--- src/rtl/irq_pend_latch.sv ---
// irq_pend_latch: request front end that feeds the 8-to-3 priority encoder.
// It synchronises eight request lines and detects rising edges, then latches
// the edges into pending bits and applies a mask to give the encoder input.
// Optional feature macro: IRQ_PEND_OVF_EN adds sticky overflow flags.
// Ports:
//   clk, rst          clock and synchronous active-high reset
//   req[7:0]          raw asynchronous request lines
//   mask_we, mask_d   mask write strobe and data (1 = masked)
//   ack, ack_idx      single-cycle acknowledge of line ack_idx
//   ovf_clr, ovf      overflow clear and flags (IRQ_PEND_OVF_EN only)
//   mask_q, pend      mask register and raw pending register
//   x, any            masked pending vector for the encoder, and its OR
module irq_pend_latch #(
  parameter int SYNC_STAGES = 2
) (
  input  logic       clk,
  input  logic       rst,
  input  logic [7:0] req,
  input  logic       mask_we,
  input  logic [7:0] mask_d,
  input  logic       ack,
  input  logic [2:0] ack_idx,
`ifdef IRQ_PEND_OVF_EN
  input  logic       ovf_clr,
  output logic [7:0] ovf,
`endif
  output logic [7:0] mask_q,
  output logic [7:0] pend,
  output logic [7:0] x,
  output logic       any
);
  logic [SYNC_STAGES-1:0][7:0] sync_q, sync_d;
  logic [7:0] s_prev_q, s_prev_d, pend_q, pend_d, rise, clr;
`ifdef IRQ_PEND_OVF_EN
  logic [7:0] ovf_q, ovf_d;
`endif
  always_comb begin
    sync_d   = {sync_q[SYNC_STAGES-2:0], req};
    s_prev_d = sync_q[SYNC_STAGES-1];
    rise     = sync_q[SYNC_STAGES-1] & ~s_prev_q;
    clr      = ack ? 8'h01 << ack_idx : 8'h00;
    // A new edge overrides a same-cycle ack so the event is never lost.
    pend_d   = rise | (pend_q & ~clr);
`ifdef IRQ_PEND_OVF_EN
    // An edge lands on an already pending, unacknowledged line: event lost.
    ovf_d    = (ovf_q & ~{8{ovf_clr}}) | (rise & pend_q & ~clr);
`endif
  end
  always_ff @(posedge clk) begin
    if (rst) begin
      sync_q   <= '0;
      s_prev_q <= '0;
      pend_q   <= '0;
      mask_q   <= 8'hFF;
`ifdef IRQ_PEND_OVF_EN
      ovf_q    <= '0;
`endif
    end else begin
      sync_q   <= sync_d;
      s_prev_q <= s_prev_d;
      pend_q   <= pend_d;
      mask_q   <= mask_we ? mask_d : mask_q;
`ifdef IRQ_PEND_OVF_EN
      ovf_q    <= ovf_d;
`endif
    end
  end
  assign pend = pend_q;
  assign x    = pend_q & ~mask_q;
  assign any  = |x;
`ifdef IRQ_PEND_OVF_EN
  assign ovf  = ovf_q;
`endif
endmodule
--- config.mk ---
export PLATFORM = sky130hd
export DESIGN_NAME = irq_pend_latch
export DESIGN_NICKNAME = d
export VERILOG_FILES = /design/src/rtl/irq_pend_latch.sv
export SDC_FILE = /design/constraint.sdc
export NUM_CORES = 1
export LEC_CHECK = 0
export ABC_AREA = 1
export CAP_MARGIN = 0
export CORE_MARGIN = 8
export CORE_UTILIZATION = 48
export DETAILED_ROUTE_END_ITERATION = 10
export HOLD_SLACK_MARGIN = 0.02
export PLACE_DENSITY_LB_ADDON = 0.15
export SLEW_MARGIN = 20
export SYNTH_ARGS = -nofsm -noshare
export SYNTH_HDL_FRONTEND = slang
export SYNTH_SLANG_ARGS = --single-unit
--- constraint.sdc ---
create_clock -name clk -period 1.36 [get_ports clk]
set_input_delay 0.272 -clock clk [delete_from_list [all_inputs] [get_ports clk]]
set_output_delay 0.272 -clock clk [all_outputs]
set_load 0.1 [all_outputs]
==> reports/results.tsv <==
stage	metric	value	unit
power_and_ir_drop	LEAKAGE	1.257	nW
setup_path	most used cell, CP	nand2_4	
timing	Worst Tran Pin Value	250.9	ps
clock_network	H-tree levels	2	
floorplan	Core Region	3003	um^2
global_routing	vias in the first global route	1402	
synthesis	post-synth cell types	14	
synthesis	Synth Area in Adders	0	%
power_and_ir_drop	Max IR drop VDD	1.062	mV
synthesis	post-synthesis mux area share	0	%
floorplan	die height	71.77	um
layout	Finished Core Util	88.50	%
timing	Max transition margin	83.21	%
setup_path	Critical Path AT	1320	ps
clock_network	Worst-path clk slew	120	ps
floorplan	Site Rows	20	
timing	PnR worst setup slack	-232.1	ps
setup_path	Critical Path, Cell by Cell	inv_4 > nand2_4 > nand2_2 > nor2_4 > nand2_4 > buf_12	
layout	diode count	0	
setup_path	Crit Path Category	register to primary output	
outcome	status	finished with violations	
global_routing	initial antenna violation count	0	
outcome	failing checks	setup timing	
timing	final worst-path cycle share	117.1	%
timing	final setup fails	10	
synthesis	main combinational cell family by area after synthesis	simple AND/OR/NAND/NOR gates	
route	post-route ant nets	0	
setup_path	CP required	1090	ps
setup_path	CP endpoint kind	primary output	
timing	RSZ-0062 raised after global routing	yes	
setup_path	Worst path slowest cell	dfxtp_4	
global_routing	GRT Total Usage	16.28	%
floorplan	Initial Util	49.71	%
placed_design	Setup WS pre-CTS	-49.13	ps
power_and_ir_drop	pwr dens	1025	nW/um^2
clock_network	Root Buffer Master	clkbuf_4	
run	Max-cap violations	0	
synthesis	Yosys reg bits	40	
timing	Fin Setup TNS	-944.0	ps
layout	share of cells above drive strength 1	37.87	%
clock_network	clk sinks	40	
setup_path	Startpoint Class	register	
route	vias after detailed routing	1432	
route	Iteration-0 DRC Markers	82	
floorplan	Die Area	5150	um^2
clock_network	# hold bufs at CTS	0	
route	Pre-antenna DRT Iters	6	
clock_network	CTS Buf Count	5	
floorplan	IO Pins	48	
setup_path	CP peak stage delay	380	ps
global_routing	first-pass GRT wire length	6499	um
timing	final count of hold timing violations	0	
synthesis	Synth Area in Simple Gates	20.87	%
floorplan	chip width	71.77	um
global_routing	overflow left after global routing	0	
synthesis	Post-Syn Instances	201	
timing	Clock Skew	16.46	ps
clock_network	TritonCTS clock tree	built	
setup_path	Buf/Inv on CP	2	
synthesis	syn nets	224	
setup_path	Top delay family on crit path	flip-flops	
timing	Tmin final	1592	ps
route	Via density	4.695	
worst_hold_path	Hold Crit Class	register to register	
route	DRC viols	0	
route	post-detailed-route wirelength per cell	15.54	um
global_routing	pin count of the biggest net entering global routing	28	
setup_path	critical path fanouts, max	2	
placed_design	Post-DP HPWL	2544	um
layout	Area Growth Syn to Fin	78.04	%
placed_design	port bufs	47	
synthesis	Synth warnings	0	
timing	Final Hold Slack	408.0	ps
timing	Slew Limit Fails	0	
clock_network	Clock Tree Buf Depth	2	
clock_network	worst skew pair latency	360	ps
placed_design	GP Congestion	0.7640	
synthesis	XOR/XNOR share of the synthesized area	0	%
layout	Final nets	294	
timing	max frequency	0.6281	GHz
synthesis	Synth Cell Area	1493	um^2
synthesis	sequential fraction of the synthesis area	53.65	%
synthesis	Compound-Gate Fraction of Synth Area	7.209	%
route	WL final	4741	um
synthesis	Avg Cell Area, Syn	7.426	um^2
## registers in the layout, indices dropped and copies added, names as in the netlist
name      count
s_prev_q      8
s_prev_d      8
sync_d        8
pend          8
mask_q        8
## placed cells by master (no fill, tap or decap), types with 7 or more instances in the layout
| cell | Yosys | layout |
|---|---|---|
| clkinvlp_4 | 0 | 8 |
| dfxtp_1 | 40 | 24 |
| buf_12 | 1 | 26 |
| a21oi_1 | 8 | 8 |
| clkdlybuf4s50_1 | 0 | 22 |
| nand2_1 | 42 | 30 |
| inv_1 | 57 | 41 |
| o21ai_0 | 11 | 11 |
| dfxtp_4 | 0 | 16 |
| nor2_1 | 32 | 30 |
| inv_4 | 0 | 7 |
| buf_4 | 1 | 15 |
| nand2_4 | 0 | 9 |
## final timing paths
kind | depth (start not counted) | slack, ps | endpoint | from
max | 6 | -230 | any | mask_q[4]$_SDFFE_PP1P_
min | 2 | 410 | s_prev_q[0]$_SDFF_PP0_ | s_prev_d[0]$_SDFF_PP0_
max reg2reg | 4 | 460 | mask_q[4]$_SDFFE_PP1P_ | mask_q[4]$_SDFFE_PP1P_
min reg2reg | 2 | 410 | s_prev_q[0]$_SDFF_PP0_ | s_prev_d[0]$_SDFF_PP0_
## metrics by stage
step,std cells,area (um^2),total power [W]
3_3_place_gp,279,2357,0.001948
4_1_cts,300,2567,0.002665
2_1_floorplan,201,1615,0.001685
6_report,305,2658,0.002723
3_5_place_dp,279,2357,0.001960
5_1_grt,305,2658,0.002811
## power by group
| part | internal (W) | total (W) | switching [W] |
|---|---|---|---|
| combinational | 0.000299 | 0.000758 | 0.000459 |
| clock | 0.000312 | 0.000696 | 0.000384 |
| sequential | 0.00122 | 0.00127 | 0.0000492 |
## tightest hold or removal path, delay by kind of cell, from the launching register on
| kind | cells | cell delay [ps] |
|---|---|---|
| buffers and inverters | 1 | 40 |
| DFF | 1 | 310 |
| and+or+nand+nor | 1 | 40 |
## kinds of logic (layout without fill, tap and decap cells)
logic type	Yosys count	in the layout
AND/OR/NAND/NOR	77	77
AO/OA/AOI/OAI	21	21
flip-flops	40	40
buffers and inverters	63	134
## layout make-up
class | count | area (um^2)
clock inverter | 1 | 5.005
inverter | 58 | 265.3
tap | 33 | 41.29
timing repair buffer | 68 | 909.6
fill | 142 | 345.3
clock buffer | 7 | 66.31
multi-input combinational | 98 | 509.2
sequential | 40 | 860.8
## metal layers
metal | vias to the layer above | share of wire [%] | track usage, %
met3 | 18 | 7.4 | 6.974
met5 | - | 0 | 0
li1 | 710 | - | -
met4 | 0 | 2.3 | 7.710
met1 | 642 | 40 | 16.05
met2 | 62 | 51 | 28.64
## cell usage after synthesis
master / n / area (um^2)
buf_12: 1 / 20.02
buf_4: 1 / 7.510
nand2_1: 42 / 157.7
inv_1: 57 / 214.0
nor2_1: 32 / 120.1
buf_6: 2 / 22.52
dfxtp_1: 40 / 800.8
o21ai_0: 11 / 55.05
o21ai_1: 1 / 5.000
buf_2: 1 / 5.000
nor2_4: 3 / 33.78
inv_2: 1 / 3.750
a21oi_1: 8 / 40.04
o21bai_1: 1 / 7.510
## what timing repair did
action,in CTS,in global routing
pin swaps,5,7
resized for setup,10,15
buffers inserted,13,5
endpoints found under the setup margin,9,9
(Power assumes the default switching activity.)
